<file path="config.mk">
export PLATFORM = sky130hd
export DESIGN_NAME = serial_frame_tx_flat
export DESIGN_NICKNAME = d
export VERILOG_FILES = /design/src/rtl/serial_frame_pkg.sv /design/src/rtl/serial_frame_tx_if.sv /design/src/rtl/serial_frame_tx_shift_reg.sv /design/src/rtl/serial_frame_tx.sv /design/src/flat_wrapper.sv
export SDC_FILE = /design/constraint.sdc
export NUM_CORES = 1
export LEC_CHECK = 0
export ABC_AREA = 1
export ABC_CLOCK_PERIOD_IN_PS = 3600
export CAP_MARGIN = 25
export CORE_MARGIN = 5
export CORE_UTILIZATION = 57
export CTS_BUF_LIST = sky130_fd_sc_hd__clkbuf_8
export DETAILED_ROUTE_END_ITERATION = 8
export PLACE_DENSITY = 0.83
export REMOVE_ABC_BUFFERS = 1
export SYNTH_ARGS = -nofsm -noshare
export SYNTH_HDL_FRONTEND = slang
export SYNTH_SLANG_ARGS = --single-unit
</file>
<file path="constraint.sdc">
create_clock -name CK -period 3.6 [get_ports CK]
set_clock_uncertainty 0.15 [all_clocks]
set_input_delay 0.9 -clock CK [delete_from_list [all_inputs] [get_ports CK]]
set_output_delay 0.9 -clock CK [all_outputs]
set_load 0.005 [all_outputs]
</file>
<file path="src/rtl/serial_frame_pkg.sv">
// rtl/serial_frame_pkg.sv - shared types and constants for the serial frame transmitter
package serial_frame_pkg;

    localparam int DATA_W_DEFAULT = 8;

    localparam int MODE_MSB_FIRST = 0;
    localparam int MODE_PARITY    = 1;

    localparam logic LINE_IDLE = 1'b1;

    typedef enum logic [2:0] {
        ST_IDLE,
        ST_START,
        ST_DATA,
        ST_PARITY,
        ST_STOP
    } tx_state_e;

endpackage

</file>
<file path="src/rtl/serial_frame_tx_if.sv">
// rtl/serial_frame_tx_if.sv - byte handshake, baud strobe and line/status bundle
interface serial_frame_tx_if
    import serial_frame_pkg::*;
#(
    parameter int DATA_W = DATA_W_DEFAULT
) ();

    logic              tx_valid;
    logic [DATA_W-1:0] tx_data;
    logic [1:0]        tx_mode;
    logic              bit_en;
    logic              tx_ready;
    logic              sdo;
    logic              busy;
    logic              done;
    logic [DATA_W-1:0] shadow;

    modport master (
        output tx_valid, tx_data, tx_mode, bit_en,
        input  tx_ready, sdo, busy, done, shadow
    );

    modport slave (
        input  tx_valid, tx_data, tx_mode, bit_en,
        output tx_ready, sdo, busy, done, shadow
    );

endinterface

</file>
<file path="src/rtl/serial_frame_tx_shift_reg.sv">
// rtl/serial_frame_tx_shift_reg.sv - data shift register with direction select and running parity
module tx_shift_reg #(
    parameter int DATA_W = 8
) (
    input  logic              clk,
    input  logic              rst,
    input  logic              load,
    input  logic [DATA_W-1:0] load_data,
    input  logic              msb_first,
    input  logic              shift_en,
    output logic              bit_out,
    output logic              next_bit,
    output logic              parity
);

    logic [DATA_W-1:0] sr_q;
    logic              par_q;

    always_ff @(posedge clk) begin
        if (rst) begin
            sr_q  <= '0;
            par_q <= 1'b0;
        end else if (load) begin
            sr_q  <= load_data;
            par_q <= 1'b0;
        end else if (shift_en) begin
            par_q <= par_q ^ bit_out;
            if (msb_first) begin
                sr_q <= {sr_q[DATA_W-2:0], 1'b0};
            end else begin
                sr_q <= {1'b0, sr_q[DATA_W-1:1]};
            end
        end
    end

    assign bit_out  = msb_first ? sr_q[DATA_W-1] : sr_q[0];
    // Bit that will sit at the output end after the next shift.
    assign next_bit = msb_first ? sr_q[DATA_W-2] : sr_q[1];
    // Parity including the bit currently on the output end.
    assign parity   = par_q ^ bit_out;

endmodule

</file>
<file path="src/rtl/serial_frame_tx.sv">
// rtl/serial_frame_tx.sv - parallel-in serial-out frame transmitter (start, data, parity, stop)
module serial_frame_tx
    import serial_frame_pkg::*;
#(
    parameter int DATA_W = DATA_W_DEFAULT,
    parameter int CNT_W  = 4
) (
    input  logic             CK,
    input  logic             RST,
    serial_frame_tx_if.slave tx
);

    tx_state_e         state_q;
    tx_state_e         state_d;
    logic              sdo_q;
    logic              sdo_d;
    logic              done_q;
    logic              done_d;
    logic [DATA_W-1:0] shadow_q;
    logic [1:0]        mode_q;
    logic [CNT_W-1:0]  cnt_q;

    logic accept;
    logic period_end;
    logic shift_en;
    logic last_bit;
    logic sr_bit;
    logic sr_next_bit;
    logic sr_parity;

    assign accept     = tx.tx_valid && (state_q == ST_IDLE);
    assign period_end = tx.bit_en && (state_q != ST_IDLE);
    assign shift_en   = period_end && (state_q == ST_DATA);
    assign last_bit   = (cnt_q == CNT_W'(DATA_W - 1));

    tx_shift_reg #(
        .DATA_W (DATA_W)
    ) u_shift (
        .clk       (CK),
        .rst       (RST),
        .load      (accept),
        .load_data (tx.tx_data),
        .msb_first (mode_q[MODE_MSB_FIRST]),
        .shift_en  (shift_en),
        .bit_out   (sr_bit),
        .next_bit  (sr_next_bit),
        .parity    (sr_parity)
    );

    // sdo_d is the line level for the state being entered, so sdo stays registered.
    always_comb begin
        state_d = state_q;
        sdo_d   = sdo_q;
        done_d  = 1'b0;
        case (state_q)
            ST_IDLE: begin
                sdo_d = LINE_IDLE;
                if (accept) begin
                    state_d = ST_START;
                    sdo_d   = ~LINE_IDLE;
                end
            end
            ST_START: begin
                if (period_end) begin
                    state_d = ST_DATA;
                    sdo_d   = sr_bit;
                end
            end
            ST_DATA: begin
                if (period_end) begin
                    if (!last_bit) begin
                        sdo_d = sr_next_bit;
                    end else if (mode_q[MODE_PARITY]) begin
                        state_d = ST_PARITY;
                        sdo_d   = sr_parity;
                    end else begin
                        state_d = ST_STOP;
                        sdo_d   = LINE_IDLE;
                    end
                end
            end
            ST_PARITY: begin
                if (period_end) begin
                    state_d = ST_STOP;
                    sdo_d   = LINE_IDLE;
                end
            end
            ST_STOP: begin
                if (period_end) begin
                    state_d = ST_IDLE;
                    sdo_d   = LINE_IDLE;
                    done_d  = 1'b1;
                end
            end
            default: begin
                state_d = ST_IDLE;
                sdo_d   = LINE_IDLE;
            end
        endcase
    end

    always_ff @(posedge CK) begin
        if (RST) begin
            state_q  <= ST_IDLE;
            sdo_q    <= LINE_IDLE;
            done_q   <= 1'b0;
            shadow_q <= '0;
            mode_q   <= 2'b00;
            cnt_q    <= '0;
        end else begin
            state_q <= state_d;
            sdo_q   <= sdo_d;
            done_q  <= done_d;
            if (accept) begin
                shadow_q <= tx.tx_data;
                mode_q   <= tx.tx_mode;
                cnt_q    <= '0;
            end else if (shift_en) begin
                cnt_q <= cnt_q + 1'b1;
            end
        end
    end

    assign tx.tx_ready = (state_q == ST_IDLE);
    assign tx.busy     = (state_q != ST_IDLE);
    assign tx.sdo      = sdo_q;
    assign tx.done     = done_q;
    assign tx.shadow   = shadow_q;

endmodule
</file>
<file path="src/flat_wrapper.sv">
// flat-port wrapper written by rule: the top's interface ports become plain ports
module serial_frame_tx_flat import serial_frame_pkg::*;
#(
    parameter int DATA_W = DATA_W_DEFAULT,
    parameter int CNT_W  = 4
)
  (CK, RST, tx_tx_valid, tx_tx_data, tx_tx_mode, tx_bit_en, tx_tx_ready, tx_sdo, tx_busy, tx_done, tx_shadow);
  serial_frame_tx_if #(.DATA_W(DATA_W)) tx_i ();
  input  logic CK;
  input  logic RST;
  input wire logic [$bits(tx_i.tx_valid)-1:0] tx_tx_valid;
  input wire logic [$bits(tx_i.tx_data)-1:0] tx_tx_data;
  input wire logic [$bits(tx_i.tx_mode)-1:0] tx_tx_mode;
  input wire logic [$bits(tx_i.bit_en)-1:0] tx_bit_en;
  output wire logic [$bits(tx_i.tx_ready)-1:0] tx_tx_ready;
  output wire logic [$bits(tx_i.sdo)-1:0] tx_sdo;
  output wire logic [$bits(tx_i.busy)-1:0] tx_busy;
  output wire logic [$bits(tx_i.done)-1:0] tx_done;
  output wire logic [$bits(tx_i.shadow)-1:0] tx_shadow;
  assign tx_i.tx_valid = tx_tx_valid;
  assign tx_i.tx_data = tx_tx_data;
  assign tx_i.tx_mode = tx_tx_mode;
  assign tx_i.bit_en = tx_bit_en;
  assign tx_tx_ready = tx_i.tx_ready;
  assign tx_sdo = tx_i.sdo;
  assign tx_busy = tx_i.busy;
  assign tx_done = tx_i.done;
  assign tx_shadow = tx_i.shadow;
  serial_frame_tx #(.DATA_W(DATA_W), .CNT_W(CNT_W)) u_core (.CK(CK), .RST(RST), .tx(tx_i));
endmodule
</file>
==> summary.md, run 1 <==
| Metric | Value |
|---|---|
| Status | finished clean |
| Post-DP Area | 1635 sq um |
| Antenna violations before repair | 0 |
| Die span in y | 59.63 um |
| Clock tree from TritonCTS | done |
| First-pass GRT wire length | 5.161 mm |
| # fillers | 198 |
| Share of cells above drive strength 1 | 5.983% |
| WL/cell | 11.26 um |
| Root buf cell | clkbuf_8 |
| Post-DR vias/cell | 5.159 |
| Slew Viols, Final | 0 |
| CTS max path bufs | 2 |
| Final Util | 70.82% |
| Yosys top cell by area | dfxtp_1 |
| Congestion Overflow GR | 0 |
| Hold slack | 0.3186 ns |
| CTS-repair resized insts | 0 |
| Crit path kind | reg -> out |
| Antenna cells | 0 |
| Final std cells w/o fill | 264 |
| Placed cells | 260 |
| Routed Antenna Nets | 0 |
| Vias | 1362 |
| Pre-Repair DR Iteration Count | 4 |
| Drt total wl | 2.972 mm |
| Syn_area_per_cell | 6.653 sq um |
| Setup TNS | 0 ns |
| WP data arrival | 1.53 ns |
| Hold WC Path Type | reg -> reg |
| Top-area cell type share of the netlist area | 39.93% |
| Slowest stage cell, crit path | clkdlybuf4s50_1 |
| Max H-tree Level | 1 |
| Crit Path Max Fanout | 6 |
| Area contributors post-synth | dfxtp_1 40%, nand2_1 19%, a21oi_1 7.5% |
| CP endpoint kind | output port |
| Crit path max-delay family | buffers and inverters |
| Pwr dens | 783.1 nW/um^2 |
| # clock sinks | 28 |
| Hpwl dp | 2.218 mm |
| Worst slew margin | 71.79% |
| Area of the multi-input gates | 700.7 sq um |
| Synthesized area | 1404 sq um |
| Final Instance Area | 1707 sq um |
| DRC | 0 |
| Row cnt | 18 |
| Routability-driven placement congestion ratio | 0.8013 |
| FMAX | 387.6 MHz |
| Worst skew pair latency | 0.28 ns |
| Crit-path max cell delay | 0.50 ns |
| Synth Instances | 211 |
| IO buf count | 25 |
| Starting DRT DRC Count | 44 |
| Layout area overhead | 21.57% |
| Die Wd | 59.63 um |
| Core Region | 2410 sq um |
| Worst slack, placed | 1.037 ns |
| Final hold vios | 0 |
| Max Cap Viol | 0 |
| Commonest non-fill, non-tap cell in the layout | nand2_1 |
| Hold Buf Count CTS | 0 |
| #FFs+latches synth | 28 |
| Die area | 3555 sq um |
| Starting density of the core | 58.26% |
| Post-synthesis sequential area ratio | 39.93% |
| VDD IR max | 0.0005482 V |
| Netlist cell types | 23 |
| Final worst path period share | 71.67% |
| Total power | 1.337 mW |
| # setup viols final | 0 |
| Yosys warning count | 0 |
| Post-CTS Setup Repair Bufs | 0 |
| Most frequent cells in the layout | 71 x nand2_1, 28 x dfxtp_1, 25 x clkdlybuf4s50_1 |
| Largest net degree at the start of global routing | 21 |
| Final Net Count | 250 |
| WP data required | 2.55 ns |
| Number of global-route vias before repair | 1239 |
| All-layer global routing usage | 18.75% |
| Crit path time final | 2.580 ns |
| CTS clock-pin slew for the worst setup and hold paths | 0.09 ns |
| Static Leak | 0.7334 nW |
| Ports | 26 |
| Cell Chain, Critical Path | nor2_2 -> nand2_4 -> inv_2 -> clkdlybuf4s50_1 |
| Setup slack after layout | 1.020 ns |
| RSZ-0062 raised after global routing | false |
| CP Launch Type | flop |
| Storage element area | 560.5 sq um |
| CTS buffer count | 3 |
| Count of buffer and inverter cells on the critical path | 2 |
| Worst slew pin tran | 0.4219 ns |
-- state kept, by name, indices dropped and copies added, names as in the netlist --
name and cells:
u_core.tx.shadow 8, u_core.state_q 3, u_core.mode_q 2, u_core.u_shift.sr_q 8
u_core.tx.done 1, u_core.u_shift.par_q 1, u_core.tx.sdo 1, u_core.cnt_q 4
-- per-layer routing --
layer	up-vias	part of all wire, %	track usage, %
li1	711	-	-
met1	627	47	23.07
met2	19	48	32.76
met3	5	3.8	3.050
met4	0	1.4	6.646
met5	-	0	0
-- synth_stat cells --
master,count
nand2_1,71
dfxtp_1,28
a21oi_1,21
inv_1,20
nor2_1,20
o21ai_0,17
nand3_1,9
buf_6,3
nand2_4,3
nor2_2,3
inv_2,2
nand2_2,2
nand4_1,2
a41oi_1,1
buf_2,1
clkbuf_1,1
clkbuf_8,1
clkinv_1,1
ha_1,1
nor3_1,1
nor4_1,1
o21ai_1,1
xor2_1,1
-- power breakdown --
| group | leakage [nW] | switching, mW | internal (mW) | total [mW] |
|---|---|---|---|---|
| registers | 0.230 | 0.0686 | 0.393 | 0.462 |
| clock network | 0.0357 | 0.101 | 0.149 | 0.250 |
| logic | 0.468 | 0.376 | 0.249 | 0.625 |
-- area by class of cell --
type	count	area share (%)
Multi-Input combinational cell	154	41.06
Sequential cell	28	32.84
Timing Repair Buffer	25	14.66
Inverter	23	5.059
Clock buffer	3	2.419
Tap cell	30	2.199
Clock inverter	1	1.760
-- worst paths after layout --
path	from	endpoint	slack, ns	depth (start not counted)
setup / recovery	u_core.state_q[0]$_SDFFE_PP0P_	tx_tx_ready	1.02	4
hold / removal	u_core.tx.shadow[7]$_SDFFE_PP0P_	u_core.tx.shadow[7]$_SDFFE_PP0P_	0.32	2
setup reg to reg	u_core.mode_q[0]$_SDFFE_PP0P_	u_core.tx.sdo$_SDFFE_PP1P_	1.93	9
hold reg to reg	u_core.tx.shadow[7]$_SDFFE_PP0P_	u_core.tx.shadow[7]$_SDFFE_PP0P_	0.32	2
-- worst min-delay path, cell delays in order, from the launching register on --
cell and delay, ns:
dfxtp_1 0.32, nand2_1 0.06, a21oi_1 0.05
-- cell families after synthesis --
group | synth area share [%]
and+or+nand+nor | 33.87
AOI/OAI and AO/OA | 14.53
buffers and inverters | 10.16
DFF | 39.93
xor gates and xnor gates | 0.6240
adders and majority gates | 0.8911
No activity file was read; power rests on OpenSTA's default activity.
==> inputs of run 2 (changes only) <==
--- a/config.mk
+++ b/config.mk
@@ -6,13 +6,13 @@
 export NUM_CORES = 1
 export LEC_CHECK = 0
 export ABC_AREA = 1
-export ABC_CLOCK_PERIOD_IN_PS = 3600
+export ABC_CLOCK_PERIOD_IN_PS = 2180
 export CAP_MARGIN = 25
 export CORE_MARGIN = 5
-export CORE_UTILIZATION = 57
+export CORE_UTILIZATION = 48
 export CTS_BUF_LIST = sky130_fd_sc_hd__clkbuf_8
 export DETAILED_ROUTE_END_ITERATION = 8
-export PLACE_DENSITY = 0.83
+export PLACE_DENSITY = 0.74
 export REMOVE_ABC_BUFFERS = 1
 export SYNTH_ARGS = -nofsm -noshare
 export SYNTH_HDL_FRONTEND = slang
==> constraint.sdc (replaced) <==
create_clock -name CK -period 2.18 [get_ports CK]
set_clock_uncertainty 0.15 [all_clocks]
set_input_delay 0.545 -clock CK [delete_from_list [all_inputs] [get_ports CK]]
set_output_delay 0.545 -clock CK [all_outputs]
set_load 0.005 [all_outputs]
==> run 2 against run 1 <==
Effect of this change:
- combinational power grew 76%
- non-clock buffer count grew 5
- first-iteration DRC count grew 95%
- via count shrank 3.6%
- worst hold slack lost 0.0036 ns
- setup slack lost 0.91 ns
- routed wire length grew 0.94%
- sequential power grew 63%
- register-to-register slack lost 1.3 ns
- design area grew 2.2%
- flip-flop and latch count is the same
==> summary.md, run 2 (synthesis gave the netlist of run 1 again) <==
| Metric | Value |
|---|---|
| CTS max path bufs | 2 |
| Root buf cell | clkbuf_8 |
| Pre-Repair DR Iteration Count | 4 |
| Hold WC Path Type | reg -> reg |
| Drt total wl | 3.000 mm |
| VDD IR max | 0.0009797 V |
| Post-DR vias/cell | 4.863 |
| Hold Path Depth | 2 |
| Congestion Overflow GR | 0 |
| Crit-path max cell delay | 0.51 ns |
| Final Instance Area | 1744 sq um |
| Hold slack | 0.3150 ns |
| Final worst path period share | 94.82% |
| Slew Viols, Final | 0 |
| Starting DRT DRC Count | 86 |
| Count of buffer and inverter cells on the critical path | 2 |
| Placed cells | 265 |
| Setup TNS | 0 ns |
| Row cnt | 19 |
| # fillers | 269 |
| Pwr dens | 1246 nW/um^2 |
| # clock sinks | 28 |
| Crit path max-delay family | buffers and inverters |
| WP data arrival | 1.37 ns |
| Ports | 26 |
| Number of global-route vias before repair | 1231 |
| Core Region | 2781 sq um |
| Max H-tree Level | 1 |
| Final Util | 62.71% |
| Crit Path Max Fanout | 6 |
| Worst path depth | 3 |
| Worst slew pin tran | 0.4066 ns |
| FF-to-FF path depth | 8 |
| Final std cells w/o fill | 270 |
| Status | finished clean |
| CP Launch Type | flop |
| FMAX | 483.8 MHz |
| CTS buffer count | 3 |
| RSZ-0062 raised after global routing | false |
| # setup viols final | 0 |
| Share of cells above drive strength 1 | 8.787% |
| Routed Antenna Nets | 0 |
| Post-DP Area | 1667 sq um |
| Crit path time final | 2.067 ns |
| WP data required | 1.48 ns |
| WL/cell | 11.11 um |
| Die area | 4106 sq um |
| Static Leak | 0.7622 nW |
| Most frequent cells in the layout | 71 x nand2_1, 26 x dfxtp_1, 24 x clkdlybuf4s50_1 |
| Layout area overhead | 24.24% |
| Final hold vios | 0 |
| Worst slew margin | 72.86% |
| R2r setup slk | 0.65 ns |
| Max Cap Viol | 0 |
| First-pass GRT wire length | 5.257 mm |
| IO buf count | 25 |
| Routability-driven placement congestion ratio | 0.8768 |
| Vias | 1313 |
| Antenna cells | 0 |
| DRC | 0 |
| Commonest non-fill, non-tap cell in the layout | nand2_1 |
| Antenna violations before repair | 0 |
| CP endpoint kind | output port |
| CTS clock-pin slew for the worst setup and hold paths | 0.10 ns |
| Hpwl dp | 2.169 mm |
| All-layer global routing usage | 15.41% |
| Largest net degree at the start of global routing | 16 |
| Die span in y | 64.08 um |
| Cell Chain, Critical Path | inv_2 -> nand2_4 -> clkdlybuf4s50_1 |
| Final Net Count | 255 |
| Clock tree from TritonCTS | done |
| Worst skew pair latency | 0.27 ns |
| Starting density of the core | 50.47% |
| Crit path kind | reg -> out |
| Die Wd | 64.08 um |
| Slowest stage cell, crit path | clkdlybuf4s50_1 |
## run 2: cell types whose count changed in the layout (fill, tap and decap cells not counted), sizes merged
cell | previous run | this run
bufinv | 1 | 0
dlymetal6s2s | 0 | 1
clkdlybuf4s50 | 25 | 24
clkbuf | 3 | 4
buf | 0 | 5
## run 2: path summary, 6_finish.rpt
check                                                       from                                  end
worst max-delay path              u_core.state_q[2]$_SDFFE_PP0P_                              tx_busy
worst min-delay path            u_core.tx.shadow[3]$_SDFFE_PP0P_     u_core.tx.shadow[3]$_SDFFE_PP0P_
worst max register to register    u_core.state_q[1]$_SDFFE_PP0P_  u_core.u_shift.sr_q[5]$_SDFFE_PP0P_
worst min register to register  u_core.tx.shadow[3]$_SDFFE_PP0P_     u_core.tx.shadow[3]$_SDFFE_PP0P_
## run 2: layer usage
layer / GRT usage [%] / up-vias / wire [um]
met3: 2.627 / 4 / 116
met1: 19.96 / 565 / 1515
met4: 6.494 / 0 / 45
met2: 25.13 / 22 / 1323
met5: 0 / - / 0
li1: - / 722 / -
## run 2: repair_timing
item / 4_1_cts / 5_1_grt
buffers inserted: 0 / 1
pin swaps: 0 / 2
endpoints found under the setup margin: 1 / 1
resized for setup: 2 / 4
hold buffers: 0 / 0
hold endpoints to repair: 0 / 0
## run 2: power by group
group | total (mW) | internal [mW] | leakage [nW] | switching, mW
Sequential | 0.755 | 0.656 | 0.231 | 0.0990
Clock | 0.323 | 0.162 | 0.0288 | 0.162
Combinational | 1.10 | 0.447 | 0.503 | 0.648
## run 2: cell type report
type	instances	area, sq um	area share (%)
multi-input combinational	154	705.7	40.46
sequential	28	565.5	32.42
timing repair buffer	30	290.3	16.64
inverter	23	88.84	5.093
clock buffer	4	55.05	3.156
tap	31	38.79	2.224
## run 2: through the flow
stage | power (mW) | setup WS (ns)
global placement | 1.818 | 0.1230
CTS | 2.166 | 0.009760
detailed placement | 1.824 | 0.09890
floorplan | 1.471 | 0.7707
global route | 2.392 | 0.05459
finish | 2.174 | 0.1129
## run 2: worst min-delay path, stage by stage (launching register included)
cell and delay (ns):
dfxtp_1 0.32, nand2_1 0.06, a21oi_1 0.05
